`src/rtl/s_pea_out_stage.sv`:
```
// Output stage behind a streaming PE: buffers PE results in a small FIFO and derives pea_ready.
// Optional TLAST generation is enabled by defining S_PEA_OUT_STAGE_TLAST_EN.
module s_pea_out_stage #(
  parameter int N_BITS = 32,
  parameter int DEPTH  = 4
) (
  input  logic                       clk_i,
  input  logic                       rst_i,
  input  logic [N_BITS-1:0]          pe_res_i,
  input  logic                       pe_valid_i,
  output logic                       pea_ready_o,
  input  logic                       flush_i,
  output logic [N_BITS-1:0]          out_data_o,
  output logic                       out_valid_o,
  input  logic                       out_ready_i,
`ifdef S_PEA_OUT_STAGE_TLAST_EN
  input  logic [15:0]                len_i,
  output logic                       out_last_o,
`endif
  output logic [$clog2(DEPTH):0]     count_o,
  output logic                       overflow_o
);

  localparam int AW = (DEPTH > 1) ? $clog2(DEPTH) : 1;
  localparam int CW = $clog2(DEPTH) + 1;
  localparam logic [CW-1:0] FULL_CNT  = CW'(DEPTH);
  localparam logic [CW:0]   READY_LIM = (CW + 1)'(DEPTH - 1);

  logic [N_BITS-1:0] mem_r [DEPTH];
  logic [AW-1:0]     wr_ptr_r;
  logic [AW-1:0]     rd_ptr_r;
  logic [CW-1:0]     count_r;
  logic              ready_d1_r;
  logic              overflow_r;

  logic              push_s;
  logic              pop_s;
  logic              full_s;
  logic              wr_en_s;
  logic              ready_s;
  logic [CW:0]       occ_s;

  // Handshake decode; ready counts the beat that may still land one cycle after ready was high.
  always_comb begin
    push_s  = pe_valid_i && ready_d1_r;
    pop_s   = (count_r != {CW{1'b0}}) && out_ready_i;
    full_s  = (count_r == FULL_CNT);
    wr_en_s = push_s && (!full_s || pop_s);
    occ_s   = {1'b0, count_r} + {{CW{1'b0}}, ready_d1_r};
    ready_s = (occ_s <= READY_LIM);
  end

  // Pointer, occupancy, ready history and sticky overflow state.
  always_ff @(posedge clk_i or posedge rst_i) begin
    if (rst_i) begin
      wr_ptr_r   <= {AW{1'b0}};
      rd_ptr_r   <= {AW{1'b0}};
      count_r    <= {CW{1'b0}};
      ready_d1_r <= 1'b0;
      overflow_r <= 1'b0;
    end else if (flush_i) begin
      wr_ptr_r   <= {AW{1'b0}};
      rd_ptr_r   <= {AW{1'b0}};
      count_r    <= {CW{1'b0}};
      ready_d1_r <= 1'b0;
      overflow_r <= 1'b0;
    end else begin
      ready_d1_r <= ready_s;
      if (wr_en_s) begin
        wr_ptr_r <= wr_ptr_r + AW'(1);
      end
      if (pop_s) begin
        rd_ptr_r <= rd_ptr_r + AW'(1);
      end
      case ({wr_en_s, pop_s})
        2'b10:   count_r <= count_r + CW'(1);
        2'b01:   count_r <= count_r - CW'(1);
        default: count_r <= count_r;
      endcase
      if (push_s && full_s && !pop_s) begin
        overflow_r <= 1'b1;
      end
    end
  end

  // Storage array; contents are don't-care after reset or flush.
  always_ff @(posedge clk_i) begin
    if (wr_en_s && !flush_i) begin
      mem_r[wr_ptr_r] <= pe_res_i;
    end
  end

  assign pea_ready_o = ready_s;
  assign out_valid_o = (count_r != {CW{1'b0}});
  assign out_data_o  = out_valid_o ? mem_r[rd_ptr_r] : {N_BITS{1'b0}};
  assign count_o     = count_r;
  assign overflow_o  = overflow_r;

`ifdef S_PEA_OUT_STAGE_TLAST_EN
  logic [15:0] beat_cnt_r;
  logic        last_s;

  // len_i of zero never marks a last beat; the counter then wraps on its own.
  always_comb begin
    last_s = out_valid_o && (len_i != 16'd0) && (beat_cnt_r == (len_i - 16'd1));
  end

  // Beats popped within the current transfer.
  always_ff @(posedge clk_i or posedge rst_i) begin
    if (rst_i) begin
      beat_cnt_r <= 16'd0;
    end else if (flush_i) begin
      beat_cnt_r <= 16'd0;
    end else if (pop_s) begin
      beat_cnt_r <= last_s ? 16'd0 : (beat_cnt_r + 16'd1);
    end else begin
      beat_cnt_r <= beat_cnt_r;
    end
  end

  assign out_last_o = last_s;
`endif

endmodule

```
`config.mk`:
```
export PLATFORM = sky130hd
export DESIGN_NAME = s_pea_out_stage
export DESIGN_NICKNAME = d
export VERILOG_FILES = /design/src/rtl/s_pea_out_stage.sv
export SDC_FILE = /design/constraint.sdc
export NUM_CORES = 1
export LEC_CHECK = 0
export BUFFER_PORTS_ARGS = -buffer_cell sky130_fd_sc_hd__buf_2
export CORE_MARGIN = 4
export CORE_UTILIZATION = 23
export DETAILED_ROUTE_END_ITERATION = 10
export PLACE_DENSITY_LB_ADDON = 0.3
export SLEW_MARGIN = 20
export SYNTH_ARGS = -nofsm -noshare
export SYNTH_HDL_FRONTEND = slang
export SYNTH_SLANG_ARGS = --single-unit
export TNS_END_PERCENT = 100
```
`constraint.sdc`:
```
create_clock -name clk_i -period 4.4 [get_ports clk_i]
set_input_delay 1.32 -clock clk_i [delete_from_list [all_inputs] [get_ports clk_i]]
set_output_delay 1.32 -clock clk_i [all_outputs]
set_load 0.05 [all_outputs]
```
== Word level (Yosys, flattened, before mapping) ==
Memories as Yosys holds them, arrays and structs flattened.
Index checks and enable logic that the tools add are counted.

* Muxes and demuxes: 12
* $add $sub $neg: 5
* $lt $le $gt $ge: 1
* Reduce and logical (&&, ||, !) cells: 15
* Eq/ne operators: 3

{| class="wikitable"
|+ Operators with widths
! operator !! count
|-
| 2-to-1 mux 32 bit || 1
|-
| 2-to-1 mux 2 bit || 4
|-
| logical AND 1 bit || 6
|-
| one-hot mux 3 bit (2 select lines) || 1
|-
| nonzero test 2 bit || 3
|-
| nonzero test 3 bit || 2
|-
| 2-to-1 mux 1 bit || 5
|-
| adder 2 x 1 -> 2 bit (second input constant) || 2
|-
| adder 3 x 1 -> 4 bit || 1
|-
| <= comparator 4 x 2 -> 1 bit (second input constant) || 1
|-
| adder 3 x 1 -> 3 bit (second input constant) || 1
|-
| == test 3 bit (second input constant) || 1
|-
| zero test 1 bit || 3
|-
| 2-to-1 mux 3 bit || 1
|-
| subtractor 3 x 1 -> 3 bit (second input constant) || 1
|-
| == test 2 x 1 -> 1 bit (second input constant) || 1
|-
| == test 2 bit (second input constant) || 1
|-
| logical OR 1 bit || 1
|}

* Bits in registers: 9
* Bits of input ports: 37
* Memory bits (writable): 128
* Memories: 1
* Word-level logic and storage cells: 42
* Output and inout bits: 38

{| class="wikitable"
|+ Memories
! name !! depth !! width !! read ports !! clocked after memory_dff !! wr ports !! RTL line !! RTL
|-
| mem_r || 4 || 32 || 1 || 0 || 1 || 29 || <nowiki>logic [N_BITS-1:0] mem_r [DEPTH];</nowiki>
|}

== Logic depth before layout (Yosys ltp) ==
Gate-level depths: netlist (run 1).

* Depth after elaboration: 7
* Gate-level depth with buffers: 9
* Depth with buffers taken out: 8

== Worst setup path after synthesis (run 1) ==
No wires, ideal clock.

* Path kind: reg2out
* Start: register count_r[0], in the netlist count_o[0]
* End: output port out_data_o[11]
* Slack: 0.923 ns
* Data arrival time: 2.157 ns
* Data required time: 3.080 ns
* Path buffers: 2
* Cell stages (with the launch flop): 5
* Path through: dfrtp_1 -> or3_1 -> buf_2 -> clkbuf_1 -> and2_1

* Longest elaborated chain between the ends: 2

{| class="wikitable"
|+ RTL lines
! element !! RTL line !! RTL
|-
| start, declared || 32 || <nowiki>logic [CW-1:0] count_r;</nowiki>
|-
| start signal, assigned || 58 || <nowiki>count_r <= {CW{1'b0}};</nowiki>
|-
| start signal, assigned || 64 || <nowiki>count_r <= {CW{1'b0}};</nowiki>
|-
| start signal, assigned || 76 || <nowiki>2'b10: count_r <= count_r + CW'(1);</nowiki>
|-
| nonzero test 3 bit || 94 || <nowiki>assign out_valid_o = (count_r != {CW{1'b0}});</nowiki>
|-
| named net out_valid_o || 14 || <nowiki>output logic out_valid_o,</nowiki>
|-
| 2-to-1 mux 32 bit || 95 || <nowiki>assign out_data_o = out_valid_o ? mem_r[rd_ptr_r] : {N_BITS{1'b0}};</nowiki>
|-
| end, declared || 13 || <nowiki>output logic [N_BITS-1:0] out_data_o,</nowiki>
|}

The timed path passes the listed nets, and every way through them passes these cells.

== Final worst setup path (run 1) ==
* Start: register rd_ptr_r[0]
* End: output port out_data_o[21]

* Longest elaborated chain between the ends: 2

{| class="wikitable"
|+ RTL lines
! element !! RTL line !! RTL
|-
| start, declared || 31 || <nowiki>logic [AW-1:0] rd_ptr_r;</nowiki>
|-
| start signal, assigned || 57 || <nowiki>rd_ptr_r <= {AW{1'b0}};</nowiki>
|-
| start signal, assigned || 63 || <nowiki>rd_ptr_r <= {AW{1'b0}};</nowiki>
|-
| start signal, assigned || 73 || <nowiki>rd_ptr_r <= rd_ptr_r + AW'(1);</nowiki>
|-
| memory read (4 x 32 bit) || - ||
|-
| 2-to-1 mux 32 bit || 95 ||
|}

Every way passes these cells.

==> flow_metrics.tcl, run 1 <==
set metrics [dict create \
    boundaryPins 75 \
    setup_viol_count_final 0 \
    power_density_nw_per_um2 527.6 \
    post_cts_buffers 0 \
    hold_buffers 0 \
    path_clk_slew_ns 0.06 \
    postRouteAntennaNets 0 \
    cts_max_level 4 \
    fin_crit_sh 0.8487 \
    cp_max_fo 19 \
    root_buffer "clkbuf_16" \
    finalMaxSlewViolations 0 \
    antenna_found_initial 1 \
    worstSkewPairLatency_ns 0.41 \
    avgSynthCellArea_um2 20.40 \
    synth_fp_nets 310 \
    coreArea_um2 23400 \
    die_w_um 162.2 \
    maxCapViolCount 0 \
    drt-initial-drc-count 103 \
    synth_area_leaders "edfxtp_1 (70%), mux4_2 (12%), and2_1 (4.2%)" \
    fin_ws_ns 0.6657 \
    slew-limit-headroom 0.3300 \
    synth_cell_type_count 30 \
    r2r_start "count_o[0]" \
    hp-class "reg2reg" \
    multi_input_area_um2 1274 \
    yosysSeqAreaShare 0.7443 \
    portBuffers 74 \
    peakVddDrop_mv 0.2330 \
    cts_tree "done" \
    grt_start_max_net_pins 36 \
    gp_congestion 0.6205 \
    dr.pass1.iters 4 \
    dr_total_vias 2698 \
    synthCells 268 \
    cp.required_ns 3.08 \
    cts_sinks 137 \
    worst-setup-path-type "reg2out" \
    slowest_stage "dfrtp_2" \
    overflow 0 \
    grt_pass1_vias 3029 \
    cp_cell_sequence "buf_12, mux4_1, and2_1, buf_2" \
    synth_seq_cells 137 \
    worst_hold_slack_ns 0.5125 \
    crit_path_start_kind "flop" \
    fin_nets 390 \
    start_util 0.2336 \
    vias_per_cell 3.979 \
    clk_path_buf_depth 2 \
    worstSetupEndpointType "output port" \
    syn_area_um2 5466 \
    wl_per_cell_um 16.62 \
    synth_top_area_frac 0.7031 \
    worstMarginPinSlew_ns 1.005 \
    antenna_cells 0 \
    rsz0062_at_grt "false" \
    routed_wl_mm 11.27 \
    cp.arrival_ns 2.41 \
    hp-start "overflow_o" \
    drive_gt1_frac 0.3955 \
    hold_viol_final 0 \
    p_leak_nw 2.283 \
    die_height_um 162.2 \
    place_ws_ns 1.020 \
    grt_use_total 0.09020 \
    cts_resized 0 \
    area_growth_pct 21.79 \
    post-synth-top-area-cell "edfxtp_1" \
    fin_setup_tns_ns 0 \
    die-area_um2 26300 \
    critPathLaunch "rd_ptr_r[0]" \
    std_cell_rows 56 \
    clock.fmax_mhz 267.8 \
    hpwl_mm 6.628 \
    clock_skew_ns 0.01152 \
    critPathMaxStageDelay_ns 0.75 \
    numCtsBuffers 17 \
    outcome "finished, final reports clean" \
    synth_warnings 0 \
    fillers 2370 \
    drc 0 \
    grt_first_pass_wirelength_mm 17.56 \
    post-route-min-period_ns 3.734 \
    regArea_um2 4071 \
]
==> cell type report <==
cell class | instances | share of cell area
timing repair buffer | 75 | 0.05864
clock inverter | 13 | 0.01240
clock buffer | 17 | 0.06390
sequential | 137 | 0.6115
inverter | 4 | 0.002255
multi-input combinational | 113 | 0.1913
tap | 319 | 0.05995
==> cell usage after synthesis <==
| library cell | number |
|---|---|
| nor2b_1 | 2 |
| edfxtp_1 | 128 |
| nor3_1 | 2 |
| xor2_1 | 2 |
| a21oi_1 | 2 |
| clkbuf_1 | 5 |
| mux4_1 | 4 |
| mux4_2 | 28 |
| fa_1 | 1 |
| a22oi_2 | 1 |
| inv_1 | 4 |
| o21ai_0 | 2 |
| a31oi_1 | 2 |
| or3_1 | 1 |
| buf_6 | 1 |
| nand3_1 | 3 |
| xnor2_1 | 2 |
| dfrtp_1 | 9 |
| buf_12 | 3 |
| ha_1 | 4 |
| o221ai_1 | 1 |
| and2_1 | 37 |
| o21bai_1 | 1 |
| buf_2 | 5 |
| and4_1 | 1 |
| mux2_2 | 1 |
| a31o_2 | 1 |
| nor4b_1 | 1 |
| nor2_1 | 9 |
| nand2_1 | 5 |
==> path summary, 6_finish.rpt <==
path | endpoint | slack (ns) | depth (start not counted)
max in group asynchronous | rd_ptr_r[1] | 3.18 | 2
min in group asynchronous | wr_ptr_r[1] | 0.90 | 2
hold reg to reg | overflow_o | 0.51 | 2
setup reg to reg | count_o[2] | 1.80 | 8
hold / removal | overflow_o | 0.51 | 2
setup / recovery | out_data_o[21] | 0.67 | 4
==> report_power, final <==
part,total (mW),switching [mW],internal (mW),leakage [nW]
combinational,0.776,0.533,0.243,0.761
clock,1.23,0.522,0.706,0.248
sequential,1.51,0.0485,1.46,1.27
total,3.51,1.10,2.41,2.28
==> kinds of logic after synthesis <==
logic type / Yosys count / share of synthesized area
DFF: 137 / 0.7443
and+or+nand+nor: 61 / 0.06317
muxes: 33 / 0.1366
buffers and inverters: 18 / 0.02380
AOI/OAI and AO/OA: 10 / 0.01282
adders and majority gates: 5 / 0.01282
xor gates and xnor gates: 4 / 0.006410
==> per-stage QoR <==
step           area, um2  utilization  std cells  power (mW)
2_1_floorplan       5466            -        268       2.154
3_3_place_gp        6150       0.2628        648       2.328
3_5_place_dp        6150       0.2628        648       2.336
4_1_cts             6658       0.2845        678       3.573
5_1_grt             6658       0.2845        678       3.674
6_report            6658       0.2845        678       3.513
==> worst max-delay path, delay by kind of cell, from the launching register on <==
family,cells,cell delay [ns]
buffers and inverters,2,0.49
flip-flops,1,0.75
multiplexers,1,0.56
AND/OR/NAND/NOR,1,0.17
==> routing by layer <==
| metal | track usage | part of all wire |
|---|---|---|
| met5 | 0 | 0.0016 |
| met4 | 0.03460 | 0.016 |
| met3 | 0.03248 | 0.053 |
| met2 | 0.1501 | 0.51 |
| met1 | 0.1074 | 0.42 |
==> flip-flops by register name (all words and copies together), names as in the netlist <==
name / count
ready_d1_r: 1
count_o: 3
rd_ptr_r: 2
overflow_o: 1
wr_ptr_r: 2
mem_r: 128
==> layout by cell type, fill, tap and decap left out, types with 3 or more instances in the layout <==
cell type   instances
and2_2              4
clkinvlp_4          3
and2_1             33
clkbuf_16          17
inv_1               4
buf_2              74
nand3_1             3
mux4_1              4
ha_1                4
mux4_2             28
nand2_1             5
nor2_1              9
edfxtp_1          128
dfrtp_1             7
clkinv_2            6
Power figures use the tool's default switching activity.
==> inputs of run 2 (changes only) <==
ABC_AREA = 1   (was default)
clock period = 3.3 ns   (was 4.4 ns; I/O delays follow)
==> run 2 against run 1 <==
Compared with the run above:
- synthesized cell count is 70% higher
- hold slack worse by 0.022 ns
- first-iteration DRC count is 39% higher
- via count up 33%
- non-clock buffer count grew 15
- clock skew down 0.0062 ns
- sequential cell count is the same
- sequential power increased by 36%
- worst setup slack lost 0.51 ns
==> flow_metrics.tcl, run 2 <==
set metrics [dict create \
    synth_top_family_by_area "simple AND/OR/NAND/NOR gates" \
    die_w_um 163.2 \
    fin_nets 583 \
    clk_path_buf_depth 2 \
    cp_num_cells 5 \
    cp.required_ns 2.31 \
    dr.pass1.iters 4 \
    worstSetupEndpointType "output port" \
    synth_top_area_frac 0.6938 \
    maxCapViolCount 0 \
    cts_resized 0 \
    syn_area_um2 5540 \
    clock_skew_ns 0.005294 \
    vias_per_cell 4.100 \
    wl_per_cell_um 14.94 \
    hp-class "reg2reg" \
    die-area_um2 26640 \
    cts_tree "done" \
    drc 0 \
    portBuffers 74 \
    synthMostInstantiatedCell "nor2_1" \
    outcome "finished, final reports clean" \
    start_util 0.2346 \
    synth_xor_area_frac 0.001581 \
    slowest_stage "dfrtp_4" \
    synth_fa_ha_area_frac 0.01265 \
    coreArea_um2 23610 \
    drive_gt1_frac 0.2419 \
    antenna_found_initial 0 \
    worstSkewPairLatency_ns 0.42 \
    antenna_cells 0 \
    peakVddDrop_mv 0.4500 \
    async_flop_share 0.06569 \
    numCtsBuffers 17 \
    slew-limit-headroom 0.7275 \
    cts_max_level 4 \
    cp.arrival_ns 2.15 \
    worstMarginPinSlew_ns 0.4083 \
    yosys.area_share.simple 0.1204 \
    rr_worst_depth 7 \
    root_buffer "clkbuf_16" \
    synth_area_leaders "edfxtp_1 (69%), nor2_1 (9.4%), o21ai_1 (4.4%)" \
    setup_viol_count_final 0 \
    avgSynthCellArea_um2 12.15 \
    r2r_setup_slack_ns 1.31 \
    fin_crit_sh 0.9523 \
    post-synth-top-area-cell "edfxtp_1" \
    synth_compound_area_frac 0.09079 \
    power_density_nw_per_um2 851.2 \
    post-route-min-period_ns 3.142 \
    cp_cell_sequence "inv_2, buf_4, o21ai_1, a21oi_1, buf_2" \
    rsz0062_at_grt "false" \
    final_cell_mix "nor2_1 (135), edfxtp_1 (128), buf_2 (73), o21ai_1 (49), a21oi_1 (33)" \
    routed_wl_mm 13.04 \
    synth_top_flop_cell "edfxtp_1" \
    hold_buffers 0 \
    critPathTopFamily "buffers and inverters" \
    area_growth_pct 25.56 \
    cts_sinks 137 \
    final_area_um2 6957 \
    critPathLaunch "rd_ptr_r[0]" \
    fin_setup_tns_ns 0 \
    synth_fp_nets 498 \
    regMostFlops "mem_r" \
    synth_edf_count 128 \
    grt_use_total 0.1019 \
    p_leak_nw 2.540 \
    path_buf_inv 3 \
    muxShareOfSynthArea 0 \
    grt_pass1_vias 3758 \
    clock.fmax_mhz 318.2 \
    path_clk_slew_ns 0.06 \
    endpoint "out_data_o[9]" \
    crit_path_start_kind "flop" \
    layout_commonest_cell "nor2_1" \
    critPathMaxStageDelay_ns 0.59 \
    overflow 0 \
    boundaryPins 75 \
    gp_congestion 0.7347 \
    hold_viol_final 0 \
    synth_cell_type_count 24 \
    synth_common_cells "nor2_1 (139), edfxtp_1 (128), o21ai_1 (49), a21oi_1 (33), nand2_1 (19)" \
    std_cell_rows 56 \
    synth_seq_cells 137 \
    synthCells 456 \
    crit-reg2reg-capture "mem_r[3][15]" \
    synth_warnings 0 \
    die_height_um 163.2 \
    worst-setup-path-type "reg2out" \
    yosysSeqAreaShare 0.7344 \
    drt-initial-drc-count 143 \
    grt_first_pass_wirelength_mm 20.60 \
    finalMaxSlewViolations 0 \
    post_cts_buffers 0 \
    grt_start_max_net_pins 45 \
    placed_area_um2 6376 \
    cp_max_fo 35 \
    r2r_start "count_o[0]" \
    largest_register_ffs 128 \
    dr_total_vias 3579 \
    hpwl_mm 8.823 \
    postRouteAntennaNets 0 \
]
==> run 2: final cells by class <==
type / count / area [um2]
clock buffers: 17 / 425.4
fillers: 2391 / 16660
clock inverters: 15 / 150.1
well taps: 319 / 399.1
repair buffers: 90 / 555.5
flip-flops and latches: 137 / 4076
inverters: 19 / 71.32
multi-input cells: 276 / 1279
==> run 2: how the worst min path moves through the flow <==
stage / start / to / slack, ns / depth (start not counted)
floorplan: ready_d1_r / ready_d1_r / 0.53 / 3
global placement: overflow_o / overflow_o / 0.48 / 1
detailed placement: overflow_o / overflow_o / 0.48 / 1
CTS: overflow_o / overflow_o / 0.49 / 1
global route: overflow_o / overflow_o / 0.51 / 1
finish: overflow_o / overflow_o / 0.49 / 1
==> run 2: worst register-to-register path: stages, from the launching register on <==
cell     delay [ns]
dfrtp_1        0.47
nor2_2         0.09
nand2_1        0.14
nand2_1        0.09
nor2_1         0.20
inv_2          0.14
nor2_4         0.30
buf_4          0.26
==> run 2: kinds of logic after synthesis <==
| logic type | count (synthesis) |
|---|---|
| buffers and inverters | 43 |
| AOI/OAI and AO/OA | 100 |
| and+or+nand+nor | 170 |
| adders and majority gates | 5 |
| xor gates and xnor gates | 1 |
| DFF | 137 |
==> run 2: per-stage QoR <==
step	utilization	setup slack, ns	cells	hold WS [ns]	power (mW)
2_1_floorplan	-	0.05633	456	0.5331	3.593
3_3_place_gp	0.2700	0.5722	841	0.4788	4.131
3_5_place_dp	0.2700	0.5337	841	0.4805	4.147
4_1_cts	0.2944	0.09145	873	0.4943	6.006
5_1_grt	0.2946	0.02526	873	0.5068	6.231
6_report	0.2946	0.1576	873	0.4908	5.922
==> run 2: metal layers <==
metal,track usage,wire length [um],vias to the layer above
met3,0.02549,570,14
met2,0.1760,6597,68
met1,0.1228,5677,1734
li1,-,-,1763
met5,0,0,-
met4,0.03851,193,0
==> run 2: power breakdown <==
group,internal (mW),switching [mW]
registers,1.98,0.0726
clock network,1.11,0.731
logic,0.466,1.56
total,3.55,2.37
==> inputs of run 3 (changes only) <==
CORE_UTILIZATION = 45   (was 23)
==> run 3 against run 2 <==
Compared with the run above:
- hold slack hardly changed
- routed wire length is 13% lower
- utilization is 26 points higher
- clock-buffer cell count is 3 higher
- via count hardly changed
- clock power is 3% higher
- clock skew is 0.0076 ns higher
- sequential power hardly changed
- sequential share of layout area is 2.3 points higher
- critical endpoint is now out_data_o[11]
- largest power group unchanged
==> flow_metrics.tcl, run 3 (synthesis results as in run 2) <==
set metrics [dict create \
    power_density_nw_per_um2 884.6 \
    regMostFlops "mem_r" \
    antenna_cells 0 \
    layout_commonest_cell "nor2_1" \
    cts_resized 0 \
    placed_area_um2 6092 \
    path_clk_slew_ns 0.05 \
    seqPwrFrac 0.345 \
    worstMarginPinSlew_ns 0.5714 \
    cp.required_ns 2.31 \
    r2r_start "count_o[0]" \
    cp.arrival_ns 2.13 \
    grt_first_pass_wirelength_mm 18.20 \
    largest_register_ffs 128 \
    fin_crit_sh 0.9450 \
    clock.fmax_mhz 320.7 \
    die_w_um 119.0 \
    min_to "overflow_o" \
    post_cts_buffers 0 \
    peakVddDrop_mv 0.5220 \
    fin_setup_tns_ns 0 \
    p_leak_nw 2.537 \
    grt_start_max_net_pins 66 \
    hold_buffers 0 \
    min_path_cells 1 \
    antenna_found_initial 1 \
    coreArea_um2 12010 \
    grt_pass1_vias 3519 \
    p_int_mw 3.666 \
    cts_max_level 4 \
    dr.pass1.iters 4 \
    regArea_um2 4073 \
    final_area_um2 6689 \
    rsz0062_at_grt "false" \
    hp-start "overflow_o" \
    fillers 979 \
    fin_nets 581 \
    drc 0 \
    die_height_um 119.0 \
    drt-initial-drc-count 257 \
    r2r_setup_slack_ns 1.30 \
    post-route-min-period_ns 3.118 \
    grt_use_total 0.1675 \
    wl_per_cell_um 16.19 \
    cts_sinks 137 \
    cp_max_fo 65 \
    boundaryPins 75 \
    area_growth_pct 20.73 \
    hp-class "reg2reg" \
    switching_power_mw 2.251 \
    std_cell_rows 40 \
    multi_input_area_um2 1279 \
    cts_tree "done" \
    slew-limit-headroom 0.6187 \
    outcome "finished, final reports clean" \
    maxCapViolCount 0 \
    worstSkewPairLatency_ns 0.42 \
    routed_wl_mm 11.30 \
    hold_viol_final 0 \
    place_ws_ns 0.5663 \
    crit-reg2reg-capture "mem_r[3][1]" \
    rr_worst_depth 7 \
    dr_total_vias 3577 \
    overflow 0 \
    postRouteAntennaNets 0 \
    vias_per_cell 5.125 \
    post-place-cells 667 \
    post-route-util 0.5569 \
    hpwl_mm 6.781 \
    drive_gt1_frac 0.2287 \
    start_util 0.4613 \
    setup_viol_count_final 0 \
    numCtsBuffers 17 \
    portBuffers 74 \
    worst-setup-path-type "reg2out" \
    gp_congestion 0.8364 \
    clkPwrFrac 0.319 \
    worst_hold_slack_ns 0.4911 \
    total_power_mw 5.917 \
    swShare 0.3804 \
    die-area_um2 14150 \
    root_buffer "clkbuf_16" \
    clk_path_buf_depth 2 \
    crit_path_start_kind "flop" \
    fin_ws_ns 0.1817 \
    final_cell_mix "nor2_1 (135), edfxtp_1 (128), buf_2 (74), o21ai_1 (49), a21oi_1 (33)" \
    worstSetupEndpointType "output port" \
    finalMaxSlewViolations 0 \
    clock_skew_ns 0.01292 \
    stdcell_count 698 \
    power_frac_comb 0.337 \
]
-- run 3: changes by cell type in the layout (fill, tap and decap cells not counted), sizes merged --
cell      previous run  this run
clkinvlp             4         1
bufinv               2         4
clkbuf              17        20
inv                 22        19
buf                 90        88
-- run 3: worst max-delay path: stages (launching register included) --
cell     delay (ns)
dfrtp_4        0.60
inv_2          0.12
buf_12         0.28
o21ai_1        0.11
a21oi_1        0.27
buf_2          0.32
-- run 3: area by class of cell --
cell class / instances / area share
inverters: 19 / 0.01066
multi-input cells: 276 / 0.1912
flip-flops and latches: 137 / 0.6089
repair buffers: 88 / 0.07351
clock buffers: 20 / 0.06528
well taps: 147 / 0.02750
clock inverters: 11 / 0.02301
-- run 3: power groups by stage --
stage | combinational [mW] | sequential, mW | clock, mW
2_1_floorplan | 1.50 | 2.09 | 0
5_1_grt | 2.15 | 2.05 | 2.00
6_report | 1.99 | 2.04 | 1.89
3_5_place_dp | 1.99 | 2.07 | 0
3_3_place_gp | 1.98 | 2.07 | 0
4_1_cts | 2.00 | 2.04 | 1.92
-- run 3: how the worst max path moves through the flow --
stage                start        endpoint  slack (ns)  cells past startpoint
2_1_floorplan   pe_valid_i     mem_r[2][0]        0.06                      6
3_3_place_gp   rd_ptr_r[0]  out_data_o[31]        0.58                      6
3_5_place_dp   rd_ptr_r[0]  out_data_o[26]        0.57                      6
4_1_cts        rd_ptr_r[0]   out_data_o[1]        0.09                      6
5_1_grt        rd_ptr_r[0]  out_data_o[31]        0.08                      5
6_report       rd_ptr_r[0]  out_data_o[11]        0.18                      5
-- run 3: per-layer routing --
metal,routed length [um],global-route usage,part of all wire
met2,5533,0.2760,0.49
met5,12,0,0.0011
met3,567,0.04511,0.050
met4,180,0.06517,0.016
met1,5007,0.2120,0.44
